File: src/rtl/bus_copy_engine_pkg.sv
// Shared definitions for the bus copy engine: FSM states, error codes and
// byte-select encodings of the valid/ready memory interface.
package bus_copy_engine_pkg;

    typedef enum logic [1:0] {
        ST_IDLE   = 2'd0,
        ST_READ   = 2'd1,
        ST_WRITE  = 2'd2,
        ST_FINISH = 2'd3
    } state_e;

    typedef enum logic [1:0] {
        ERR_NONE    = 2'd0,
        ERR_BUS     = 2'd1,
        ERR_TIMEOUT = 2'd2
    } err_e;

    localparam logic [3:0] WSEL_READ = 4'h0;
    localparam logic [3:0] WSEL_WORD = 4'hF;

    function automatic logic [31:0] word_align(input logic [31:0] addr);
        return addr & 32'hFFFF_FFFC;
    endfunction

endpackage

File: src/rtl/bus_copy_engine_watchdog.sv
// Request watchdog for bus masters: flags expiry on the TIMEOUT-th consecutive
// cycle a request waits without ready. TIMEOUT=0 disables it.
module bus_watchdog #(
    parameter int TIMEOUT = 255
) (
    input  logic clk,
    input  logic rst_n,
    input  logic restart,
    input  logic waiting,
    output logic expired
);

    localparam int CNT_W = (TIMEOUT < 2) ? 1 : $clog2(TIMEOUT + 1);
    localparam logic [CNT_W-1:0] LAST = CNT_W'(TIMEOUT - 1);

    logic [CNT_W-1:0] cnt_q, cnt_d;

    always_comb begin
        cnt_d = cnt_q;
        if (restart) begin
            cnt_d = '0;
        end else if (waiting) begin
            cnt_d = cnt_q + 1'b1;
        end
    end

    // A ready in the expiry cycle clears waiting, so the completion wins.
    assign expired = (TIMEOUT != 0) && waiting && (cnt_q == LAST);

    always_ff @(posedge clk or negedge rst_n) begin
        if (!rst_n) begin
            cnt_q <= '0;
        end else begin
            cnt_q <= cnt_d;
        end
    end

endmodule

File: src/rtl/bus_copy_engine.sv
// Secondary bus master that copies len words from src_addr to dst_addr using
// alternating read/write requests; reports done, sticky error and progress.
module bus_copy_engine
    import bus_copy_engine_pkg::*;
#(
    parameter int LEN_W   = 16,
    parameter int TIMEOUT = 255
) (
    input  logic             clk,
    input  logic             rst_n,
    input  logic             start,
    input  logic [31:0]      src_addr,
    input  logic [31:0]      dst_addr,
    input  logic [LEN_W-1:0] len,
    output logic             busy,
    output logic             done,
    output logic             error,
    output logic [1:0]       error_code,
    output logic [LEN_W-1:0] words_done,
    output logic [31:0]      mem_address,
    output logic [31:0]      mem_wdata,
    output logic [3:0]       mem_wsel,
    output logic             mem_valid,
    input  logic [31:0]      mem_rdata,
    input  logic             mem_ready,
    input  logic             mem_error
);

    state_e           state_q, state_d;
    logic [31:0]      src_ptr_q, src_ptr_d, dst_ptr_q, dst_ptr_d;
    logic [31:0]      buffer_q, buffer_d;
    logic [LEN_W-1:0] remaining_q, remaining_d, words_done_q, words_done_d;
    logic             busy_q, busy_d, done_q, done_d, error_q, error_d;
    err_e             err_code_q, err_code_d;
    logic [31:0]      mem_address_q, mem_address_d, mem_wdata_q, mem_wdata_d;
    logic [3:0]       mem_wsel_q, mem_wsel_d;
    logic             mem_valid_q, mem_valid_d;
    logic             handshake, wd_restart, wd_waiting, expired;

    assign handshake  = mem_valid_q && mem_ready;
    assign wd_restart = !mem_valid_q || mem_ready;
    assign wd_waiting = mem_valid_q && !mem_ready;

    bus_watchdog #(.TIMEOUT(TIMEOUT)) u_watchdog (
        .clk     (clk),
        .rst_n   (rst_n),
        .restart (wd_restart),
        .waiting (wd_waiting),
        .expired (expired)
    );

    always_comb begin
        // NOTE: every variable gets a default first so no path infers a latch.
        state_d      = state_q;
        src_ptr_d    = src_ptr_q;
        dst_ptr_d    = dst_ptr_q;
        buffer_d     = buffer_q;
        remaining_d  = remaining_q;
        words_done_d = words_done_q;
        error_d      = error_q;
        err_code_d   = err_code_q;

        unique case (state_q)
            ST_IDLE: begin
                if (start) begin
                    src_ptr_d    = word_align(src_addr);
                    dst_ptr_d    = word_align(dst_addr);
                    remaining_d  = len;
                    words_done_d = '0;
                    error_d      = 1'b0;
                    err_code_d   = ERR_NONE;
                    state_d      = (len == '0) ? ST_FINISH : ST_READ;
                end
            end
            ST_READ: begin
                if (handshake) begin
                    if (mem_error) begin
                        error_d    = 1'b1;
                        err_code_d = ERR_BUS;
                        state_d    = ST_FINISH;
                    end else begin
                        buffer_d = mem_rdata;
                        state_d  = ST_WRITE;
                    end
                end else if (expired) begin
                    error_d    = 1'b1;
                    err_code_d = ERR_TIMEOUT;
                    state_d    = ST_FINISH;
                end
            end
            ST_WRITE: begin
                if (handshake) begin
                    if (mem_error) begin
                        error_d    = 1'b1;
                        err_code_d = ERR_BUS;
                        state_d    = ST_FINISH;
                    end else begin
                        src_ptr_d    = src_ptr_q + 32'd4;
                        dst_ptr_d    = dst_ptr_q + 32'd4;
                        words_done_d = words_done_q + 1'b1;
                        remaining_d  = remaining_q - 1'b1;
                        state_d      = (remaining_q == LEN_W'(1)) ? ST_FINISH : ST_READ;
                    end
                end else if (expired) begin
                    error_d    = 1'b1;
                    err_code_d = ERR_TIMEOUT;
                    state_d    = ST_FINISH;
                end
            end
            ST_FINISH: state_d = ST_IDLE;
            default:   state_d = ST_IDLE;
        endcase

        // Outputs are decoded from the next state so they are registered
        // and line up with the state they belong to.
        mem_valid_d   = (state_d == ST_READ) || (state_d == ST_WRITE);
        mem_address_d = '0;
        mem_wdata_d   = '0;
        mem_wsel_d    = WSEL_READ;
        if (state_d == ST_READ) begin
            mem_address_d = src_ptr_d;
        end else if (state_d == ST_WRITE) begin
            mem_address_d = dst_ptr_d;
            mem_wdata_d   = buffer_d;
            mem_wsel_d    = WSEL_WORD;
        end
        busy_d = (state_d != ST_IDLE);
        done_d = (state_d == ST_FINISH);
    end

    // NOTE: state uses non-blocking assignments so all flops update together.
    always_ff @(posedge clk or negedge rst_n) begin
        if (!rst_n) begin
            state_q       <= ST_IDLE;
            src_ptr_q     <= '0;
            dst_ptr_q     <= '0;
            buffer_q      <= '0;
            remaining_q   <= '0;
            words_done_q  <= '0;
            busy_q        <= 1'b0;
            done_q        <= 1'b0;
            error_q       <= 1'b0;
            err_code_q    <= ERR_NONE;
            mem_address_q <= '0;
            mem_wdata_q   <= '0;
            mem_wsel_q    <= WSEL_READ;
            mem_valid_q   <= 1'b0;
        end else begin
            state_q       <= state_d;
            src_ptr_q     <= src_ptr_d;
            dst_ptr_q     <= dst_ptr_d;
            buffer_q      <= buffer_d;
            remaining_q   <= remaining_d;
            words_done_q  <= words_done_d;
            busy_q        <= busy_d;
            done_q        <= done_d;
            error_q       <= error_d;
            err_code_q    <= err_code_d;
            mem_address_q <= mem_address_d;
            mem_wdata_q   <= mem_wdata_d;
            mem_wsel_q    <= mem_wsel_d;
            mem_valid_q   <= mem_valid_d;
        end
    end

    assign busy        = busy_q;
    assign done        = done_q;
    assign error       = error_q;
    assign error_code  = err_code_q;
    assign words_done  = words_done_q;
    assign mem_address = mem_address_q;
    assign mem_wdata   = mem_wdata_q;
    assign mem_wsel    = mem_wsel_q;
    assign mem_valid   = mem_valid_q;

endmodule

File: config.mk
export PLATFORM = sky130hd
export DESIGN_NAME = bus_copy_engine
export DESIGN_NICKNAME = d
export VERILOG_FILES = /design/src/rtl/bus_copy_engine_pkg.sv /design/src/rtl/bus_copy_engine_watchdog.sv /design/src/rtl/bus_copy_engine.sv
export SDC_FILE = /design/constraint.sdc
export NUM_CORES = 1
export LEC_CHECK = 0
export CAP_MARGIN = 15
export CORE_UTILIZATION = 40
export DETAILED_ROUTE_END_ITERATION = 16
export PLACE_DENSITY = 0.67
export SYNTH_ARGS = -nofsm -noshare
export SYNTH_HDL_FRONTEND = slang
export SYNTH_SLANG_ARGS = --single-unit
File: constraint.sdc
create_clock -name clk -period 6.7 [get_ports clk]
set_input_delay 1.005 -clock clk [delete_from_list [all_inputs] [get_ports clk]]
set_output_delay 1.005 -clock clk [all_outputs]
set_load 0.01 [all_outputs]
==> flow_metrics.py, run 1 <==
metrics = {
    "critical_path": {
        "startpoint_type": "input port",
        "critical_path_class": "input port to flip-flop",
        "path_max_fanout": 24,
        "crit_arrival_ns": 4.83,
        "cp.required_ns": 7.12,
        "cp-end-kind": "flip-flop",
    },
    "place": {
        "postPlaceCellArea_sq_mm": 0.0126,
        "io_buffers": 202,
        "dp_slack_ns": 1.75,
        "hpwlAfterDp_mm": 19.4,
        "routabilityCongestion": 0.887,
    },
    "grt": {
        "grt_pass1_vias": 8492,
        "antenna_found_initial": 0,
        "grt_max_degree": 114,
        "grt-ovfl-total": 0,
        "grt_pass1_wl_mm": 45.3,
        "grt_usage_pct": 21.8,
    },
    "detailed_routing": {
        "drc": 0,
        "via_per_inst": 5.53,
        "dr.pass1.iters": 7,
        "num_vias": 8403,
        "drt-initial-drc-count": 533,
        "wl_mm": 28.6,
        "routedWlPerCell_um": 18.8,
        "postRouteAntennaNets": 0,
    },
    "power": {
        "clkPwrFrac_pct": 24.1,
        "p_int_uw": 3450,
        "sequentialPowerShare_pct": 37.6,
        "pwr_density_cell_mw_per_mm2": 413,
        "irDropWorstVdd_mv": 0.208,
        "switching_share_pct": 38.0,
        "p_comb_share_pct": 38.3,
        "netSwitchingPower_uw": 2110,
        "finalPower_uw": 5550,
        "p_leak_uw": 0.00568,
    },
    "floorplan": {
        "core-area_sq_mm": 0.0252,
        "die-area_sq_mm": 0.0264,
        "ios": 207,
        "start_util_pct": 40.9,
        "die_w_um": 162,
        "die_h_um": 162,
        "rows": 58,
    },
    "timing": {
        "relSlewSlack_pct": 32.6,
        "rsz0062_at_grt": "no",
        "setup_viol": 0,
        "finalSetupTns_ns": 0,
        "finalHoldViolCount": 0,
        "fin_ws_ns": 2.29,
        "period_needed_ns": 4.41,
        "tightestPinTransition_ns": 1.01,
        "fin_skew_ns": 0.00744,
        "finalMaxSlewViolations": 0,
        "period_share_pct": 65.8,
        "max_freq_mhz": 227,
    },
    "cts": {
        "cts_tree": "done",
        "cts-buffers-inserted": 25,
        "clk_pin_slew_ns": 0.06,
        "hold_buffers": 0,
        "cts_sinks": 209,
        "cts_resized": 0,
        "cts-htree-levels": 1,
        "cts_root_buf": "clkbuf_16",
        "clk_path_buf_depth": 3,
        "clk_latency_ns": 0.52,
        "cts_setup_buffers": 0,
    },
    "synth": {
        "async_flop_share_pct": 100,
        "synth_cell_types": 67,
        "ys_seq_area_share_pct": 50.8,
        "synth_edf_count": 0,
        "synth_area_per_cell_sq_um": 10.5,
        "synth-seq-cells": 209,
        "syn_area_sq_mm": 0.0103,
        "synthFlopType": "dfrtp_1",
        "syn_inst": 983,
        "synth_fp_nets": 1115,
        "ys.warnings.count": 0,
    },
    "layout": {
        "layout_common_cells": "dfrtp_1, clkdlybuf4s50_1, nand2_1",
        "layout.nets": 1304,
        "final_common_cell": "dfrtp_1",
        "num_antenna_cells": 0,
        "area_growth_pct": 30.7,
        "post-route-cell-area_sq_mm": 0.0134,
        "drive_above_1_share_pct": 9.59,
    },
    "outcome": {
        "status": "finished, final reports clean",
    },
    "job": {
        "maxCapViolations": 0,
    },
    "min_path": {
        "hold_path_class": "flip-flop to flip-flop",
    },
}
==> power groups by stage <==
| stage | Combinational, uW | Sequential (uW) | Clock [uW] |
|---|---|---|---|
| floorplan | 1390 | 2020 | 0 |
| detailed placement | 2120 | 2090 | 0 |
| global placement | 2090 | 2070 | 0 |
| CTS | 2140 | 2080 | 1370 |
| finish | 2130 | 2090 | 1340 |
| global route | 2350 | 2140 | 1420 |
==> critical path: stages <==
cell	delay, ns
clkdlybuf4s50_1	0.53
nand2_2	0.23
o21ai_0	0.26
and2_1	0.25
o31ai_1	0.48
inv_1	0.17
ha_1	0.34
buf_4	0.28
nor2b_4	0.66
nand2_1	0.31
o221ai_1	0.30
==> metrics by stage <==
stage / instances / util [%] / hold WS [ns]
4_1_cts: 1519 / 53.4 / 0.488
3_5_place_dp: 1475 / 50.2 / 0.469
3_3_place_gp: 1475 / 50.2 / 0.456
5_1_grt: 1519 / 53.4 / 0.506
2_1_floorplan: 983 / - / 0.440
6_report: 1519 / 53.4 / 0.483
==> cell families after synthesis <==
logic type | count (synthesis) | synth area share, %
compound gates | 221 | 14.9
xor+xnor | 63 | 5.36
fa+ha+maj | 15 | 1.82
buf+inv | 81 | 3.17
flops | 209 | 50.8
mux | 65 | 6.80
simple gates | 329 | 17.1
==> routing by layer <==
layer / global-route usage [%] / vias to the layer above / part of all wire, %
met5: 0 / - / 0
met4: 6.65 / 0 / 2.3
met3: 6.19 / 40 / 9.3
met2: 35.5 / 304 / 46
met1: 27.9 / 4106 / 42
li1: - / 3953 / -
==> sequential cells by signal, indices dropped and copies added, names as in the netlist, 2 cells and up <==
name              cells
buffer_q             32
dst_ptr_q            32
mem_address          32
mem_wdata            32
src_ptr_q            32
remaining_q          16
words_done           16
u_watchdog.cnt_q      8
error_code            2
state_q               2
==> worst paths after layout <==
check | startpoint | endpoint | slack, ns | cells past startpoint
worst max-delay path | mem_ready | mem_address[28]$_DFF_PN0_ | 2.29 | 11
worst min-delay path | dst_ptr_q[0]$_DFF_PN0_ | dst_ptr_q[0]$_DFF_PN0_ | 0.48 | 1
worst max register to register | remaining_q[5]$_DFFE_PN0P_ | mem_address[28]$_DFF_PN0_ | 2.55 | 9
worst min register to register | dst_ptr_q[0]$_DFF_PN0_ | dst_ptr_q[0]$_DFF_PN0_ | 0.48 | 1
max in group asynchronous | rst_n | buffer_q[26]$_DFF_PN0_ | 4.71 | 2
min in group asynchronous | rst_n | mem_address[19]$_DFF_PN0_ | 0.57 | 1
==> Yosys cell counts (all sizes together) (5+ instances only) <==
cell | number | area (sq um)
a22o | 23 | 201
mux2i | 26 | 260
ha | 15 | 188
nand4 | 23 | 159
xnor2 | 24 | 210
nand3 | 36 | 180
xor2 | 39 | 342
a21oi | 35 | 175
nor2 | 59 | 221
nor4 | 14 | 103
a22oi | 30 | 225
nand2b | 7 | 43.8
clkbuf | 32 | 120
or3 | 11 | 78.8
a222oi | 5 | 50.1
and2 | 49 | 307
inv | 26 | 97.6
buf | 22 | 105
nor3 | 15 | 80.1
dfrtp | 209 | 5230
and4 | 9 | 78.8
o22ai | 14 | 87.6
mux2 | 39 | 439
o221ai | 17 | 149
and3 | 11 | 68.8
nand2 | 80 | 303
o21ai | 53 | 265
a21o | 6 | 45.0
==> final cells by class <==
| type | instances | area (sq um) |
|---|---|---|
| clock inverter | 11 | 109 |
| sequential | 209 | 5230 |
| timing repair buffer | 216 | 2130 |
| tap | 330 | 413 |
| multi-input combinational | 693 | 4760 |
| clock buffer | 33 | 706 |
| fill | 2240 | 11700 |
| inverter | 27 | 101 |
Note: power is estimated with default switching activity, not from simulation.
==> run 2, diff against run 1 <==
Settings changed: PLACE_DENSITY 0.67 to 0.69.
Clock period 6.7 ns to 3.7 ns, I/O delays scaled along.
==> flow_metrics.py, run 2 (synthesis results as in run 1) <==
metrics = {
    "timing": {
        "period_needed_ns": 3.31,
        "relSlewSlack_pct": 34.4,
        "period_share_pct": 89.5,
        "max_freq_mhz": 302,
        "rsz0062_at_grt": "no",
        "fin_ws_ns": 0.390,
        "setup_viol": 0,
        "finalMaxSlewViolations": 0,
        "fin_skew_ns": 0.0195,
        "finalSetupTns_ns": 0,
        "finalHoldViolCount": 0,
        "tightestPinTransition_ns": 0.981,
        "worst_hold_slack_ns": 0.0344,
    },
    "power": {
        "p_leak_uw": 0.00576,
        "clkPwrFrac_pct": 24.8,
        "netSwitchingPower_uw": 3790,
        "sequentialPowerShare_pct": 36.9,
        "switching_share_pct": 37.1,
        "finalPower_uw": 10200,
        "irDropWorstVdd_mv": 0.470,
        "p_comb_share_pct": 38.3,
        "pwr_density_cell_mw_per_mm2": 752,
        "p_int_uw": 6440,
    },
    "detailed_routing": {
        "via_per_inst": 5.51,
        "drt-met1-wl_mm": 11.7,
        "routed-wl-met2_mm": 12.9,
        "dr.pass1.iters": 7,
        "drt-initial-drc-count": 546,
        "drc": 0,
        "dr_wl_met3_mm": 2.87,
        "routedWlPerCell_um": 18.4,
        "num_vias": 8430,
        "highest_layer": "met5",
        "wl_mm": 28.2,
        "postRouteAntennaNets": 0,
    },
    "floorplan": {
        "die_w_um": 162,
        "ios": 207,
        "core-area_sq_mm": 0.0252,
        "die_h_um": 162,
        "rows": 58,
        "start_util_pct": 40.9,
        "die-area_sq_mm": 0.0264,
    },
    "place": {
        "hpwlAfterDp_mm": 19.7,
        "routabilityCongestion": 0.923,
        "io_buffers": 202,
        "dp_slack_ns": 0.274,
    },
    "grt": {
        "grt-ovfl-total": 0,
        "grt_max_degree": 88,
        "grt_pass1_wl_mm": 45.1,
        "grt_usage_pct": 21.6,
        "antenna_found_initial": 1,
        "grt_pass1_vias": 8352,
    },
    "cts": {
        "cts-buffers-inserted": 24,
        "cts_sinks": 209,
        "clk_pin_slew_ns": 0.06,
        "cts_resized": 0,
        "clk_path_buf_depth": 3,
        "clk_latency_ns": 0.52,
        "cts-htree-levels": 1,
        "hold_buffers": 0,
        "cts_setup_buffers": 0,
        "cts_root_buf": "clkbuf_16",
        "cts_tree": "done",
    },
    "critical_path": {
        "path_max_fanout": 32,
        "reg2reg_slack_ns": 0.39,
        "cp.required_ns": 4.14,
        "r2r-end": "mem_wdata[10]$_DFF_PN0_",
        "startpoint_type": "flip-flop",
        "crit_arrival_ns": 3.75,
        "critical_path_class": "flip-flop to flip-flop",
        "cp-end-kind": "flip-flop",
        "reg2reg_from": "remaining_q[6]$_DFFE_PN0P_",
        "reg2regPathDepth": 9,
    },
    "layout": {
        "area_growth_pct": 32.1,
        "drive_above_1_share_pct": 10.3,
        "layout_common_cells": "dfrtp_1, clkdlybuf4s50_1, nand2_1",
        "layout.nets": 1316,
        "fillers": 2180,
        "num_antenna_cells": 0,
        "final_common_cell": "dfrtp_1",
    },
    "job": {
        "maxCapViolations": 0,
    },
    "outcome": {
        "status": "finished, final reports clean",
    },
    "min_path": {
        "hold_path_class": "input port to async pin",
    },
}
-- run 2: cell count changes in the layout (fill, tap and decap cells not counted), sizes merged --
cell / delta
clkinv: -4
bufinv: +2
buf: +13
clkbuf: +2
inv: -1
-- run 2: per-stage QoR --
step                      instances  utilization, %  instance area, sq um
after global routing           1531            54.0                 13600
after floorplan                 983               -                 10300
final                          1531            54.0                 13600
after CTS                      1531            54.0                 13600
after global placement         1488            50.6                 12700
after detailed placement       1488            50.6                 12700
-- run 2: final cells by class --
type / count / area, sq um / share of cell area (%)
inverter: 27 / 101 / 0.745
tap: 330 / 413 / 3.04
clock buffer: 35 / 713 / 5.24
multi-input combinational: 693 / 4760 / 35.0
clock inverter: 8 / 140 / 1.03
sequential: 209 / 5230 / 38.5
timing repair buffer: 229 / 2240 / 16.4
-- run 2: worst max path at each step --
stage | from | slack (ns) | cells past startpoint | endpoint
floorplan | state_q[1]$_DFF_PN0_ | 0.58 | 14 | mem_address[13]$_DFF_PN0_
global placement | mem_ready | 0.33 | 11 | mem_wdata[9]$_DFF_PN0_
detailed placement | mem_ready | 0.27 | 11 | mem_wdata[15]$_DFF_PN0_
CTS | remaining_q[6]$_DFFE_PN0P_ | 0.40 | 9 | mem_wdata[10]$_DFF_PN0_
global route | remaining_q[5]$_DFFE_PN0P_ | 0.19 | 9 | mem_wdata[16]$_DFF_PN0_
finish | remaining_q[6]$_DFFE_PN0P_ | 0.39 | 9 | mem_wdata[10]$_DFF_PN0_
-- run 2: power by group through the flow --
stage	registers, uW	logic (uW)	clock network, uW
4_1_cts	3760	3930	2590
5_1_grt	3890	4340	2680
6_report	3770	3920	2540
2_1_floorplan	3660	2520	0
3_5_place_dp	3790	3910	0
3_3_place_gp	3760	3840	0
-- run 2: critical path, stage by stage, from the launching register on --
cell and delay (ns):
dfrtp_1 0.46, or4_4 0.52, or3_4 0.38, o41ai_1 0.45
a22oi_1 0.20, ha_1 0.23, buf_4 0.27, nor2b_4 0.20
buf_4 0.31, and2_1 0.18
-- run 2: metal layers --
layer  vias up  global-route usage, %
met5         -                      0
met4         2                   5.62
met3        51                   6.49
met2       315                   34.4
met1      4084                   28.6
li1       3978                      -
==> run 3, diff against run 2 <==
Settings changed: CAP_MARGIN 15 to 5, DONT_BUFFER_PORTS from default to 1, PLACE_DENSITY 0.69 to 0.58.
==> flow_metrics.py, run 3 (synthesis results as in run 1) <==
metrics = {
    "layout": {
        "area_growth_pct": 11.6,
        "layout.nets": 1109,
        "drive_above_1_share_pct": 11.5,
        "stdcell_count": 1326,
        "final_common_cell": "dfrtp_1",
        "fillers": 2328,
        "layout_common_cells": "dfrtp_1, nand2_1, nor2_1",
        "regArea_sq_mm": 0.00523,
        "multi_input_area_sq_mm": 0.00476,
    },
    "floorplan": {
        "rows": 58,
        "ios": 207,
        "core-area_sq_mm": 0.0252,
        "start_util_pct": 40.9,
        "die_w_um": 162,
        "die_h_um": 162,
        "die-area_sq_mm": 0.0264,
    },
    "critical_path": {
        "cp.required_ns": 4.11,
        "reg2reg_from": "remaining_q[5]$_DFFE_PN0P_",
        "crit_arrival_ns": 3.86,
        "cpLargestDelayFamily": "simple AND/OR/NAND/NOR gates",
        "worst-path-buf-inv": 1,
        "path_max_fanout": 10,
        "path_cells": "or4_1 > or3b_2 > o41ai_1 > a22oi_1 > ha_1 > clkinv_1 > nand2_1 > o22a_1 > o221ai_1",
        "max_stage_delay_ns": 0.56,
        "critical_path_class": "flip-flop to flip-flop",
        "reg2reg_slack_ns": 0.25,
        "cp-end-kind": "flip-flop",
        "startpoint_type": "flip-flop",
        "cp_slowest_cell": "or4_1",
        "reg2regPathDepth": 9,
        "r2r-end": "mem_address[26]$_DFF_PN0_",
    },
    "place": {
        "post-place-cells": 1280,
        "dp_slack_ns": 0.338,
        "hpwlAfterDp_mm": 19.2,
        "routabilityCongestion": 0.817,
        "io_buffers": 0,
    },
    "grt": {
        "antenna_found_initial": 7,
        "grt_usage_pct": 21.6,
        "grt_pass1_wl_mm": 44.2,
        "grt_max_degree": 210,
        "grt-ovfl-total": 0,
        "grt_pass1_vias": 7604,
    },
    "cts": {
        "cts_sinks": 209,
        "cts_setup_buffers": 0,
        "clk_pin_slew_ns": 0.06,
        "cts-htree-levels": 1,
        "cts_tree": "done",
        "clk_latency_ns": 0.52,
        "cts_root_buf": "clkbuf_16",
        "cts-buffers-inserted": 25,
        "cts_resized": 0,
        "clk_path_buf_depth": 3,
    },
    "job": {
        "maxCapViolations": 0,
    },
    "detailed_routing": {
        "wl_mm": 28.5,
        "drc": 0,
        "drt-initial-drc-count": 651,
        "routedWlPerCell_um": 21.5,
        "via_per_inst": 5.76,
        "postRouteAntennaNets": 0,
        "dr.pass1.iters": 6,
        "num_vias": 7638,
    },
    "timing": {
        "fin_ws_ns": 0.247,
        "period_needed_ns": 3.45,
        "finalHoldViolCount": 209,
        "setup_viol": 0,
        "tightestPinTransition_ns": 1.01,
        "rsz0062_at_grt": "no",
        "finalMaxSlewViolations": 0,
        "max_freq_mhz": 290,
        "relSlewSlack_pct": 32.2,
        "period_share_pct": 93.3,
        "fin_skew_ns": 0.0155,
        "finalSetupTns_ns": 0,
        "worst_hold_slack_ns": -0.270,
    },
    "power": {
        "pwr_density_cell_mw_per_mm2": 846,
        "irDropWorstVdd_mv": 0.374,
        "p_leak_uw": 0.00495,
    },
    "outcome": {
        "status": "complete, but fails checks",
        "violations": "hold timing",
    },
    "min_path": {
        "hold_path_class": "input port to async pin",
    },
}
==> run 3: changes by cell type in the layout (fill, tap and decap cells not counted), sizes merged <==
| cell | change |
|---|---|
| buf | -7 |
| bufinv | -2 |
| clkbuf | +1 |
| clkdlybuf4s50 | -200 |
| clkinv | -2 |
| diode | +5 |
==> run 3: how the worst max path moves through the flow <==
stage / cells after the start / startpoint / end / slack, ns
after floorplan: 14 / state_q[1]$_DFF_PN0_ / mem_address[13]$_DFF_PN0_ / 0.58
after global placement: 9 / remaining_q[5]$_DFFE_PN0P_ / mem_address[28]$_DFF_PN0_ / 0.35
after detailed placement: 9 / remaining_q[5]$_DFFE_PN0P_ / mem_address[26]$_DFF_PN0_ / 0.34
after CTS: 9 / remaining_q[5]$_DFFE_PN0P_ / mem_address[26]$_DFF_PN0_ / 0.29
after global routing: 9 / remaining_q[5]$_DFFE_PN0P_ / mem_address[26]$_DFF_PN0_ / 0.009
final: 9 / remaining_q[5]$_DFFE_PN0P_ / mem_address[26]$_DFF_PN0_ / 0.25
==> run 3: final cells by class <==
type                       instances  share of cell area, %
sequential                       209                   45.5
multi-input combinational        693                   41.5
clock buffer                      37                   6.45
tap                              330                   3.59
timing repair buffer              21                   1.37
inverter                          27                  0.882
clock inverter                     4                  0.610
antenna                            5                  0.109
==> run 3: per-stage QoR <==
| step | hold WS, ns | utilization, % | cell area (sq um) | power [uW] |
|---|---|---|---|---|
| 2_1_floorplan | 0.259 | - | 10300 | 6180 |
| 3_3_place_gp | 0.265 | 42.4 | 10700 | 7190 |
| 3_5_place_dp | 0.265 | 42.4 | 10700 | 7270 |
| 4_1_cts | -0.280 | 45.6 | 11500 | 9740 |
| 5_1_grt | -0.285 | 45.6 | 11500 | 10300 |
| 6_report | -0.270 | 45.6 | 11500 | 9720 |
==> run 3: routing by layer <==
metal  track usage (%)  wire length (um)  vias to the layer above
met5                 0                32                        -
li1                  -                 -                     3568
met4              6.26               779                        4
met2              32.5             12400                      245
met1              29.1             12700                     3765
met3              7.74              2590                       56
==> run 3: power breakdown <==
part / internal, uW / leakage (uW) / total [uW] / switching [uW]
registers: 3080 / 0.00269 / 3890 / 814
logic: 1380 / 0.00186 / 3380 / 2000
clock network: 1500 / 0.000400 / 2440 / 938
total: 5970 / 0.00495 / 9720 / 3750
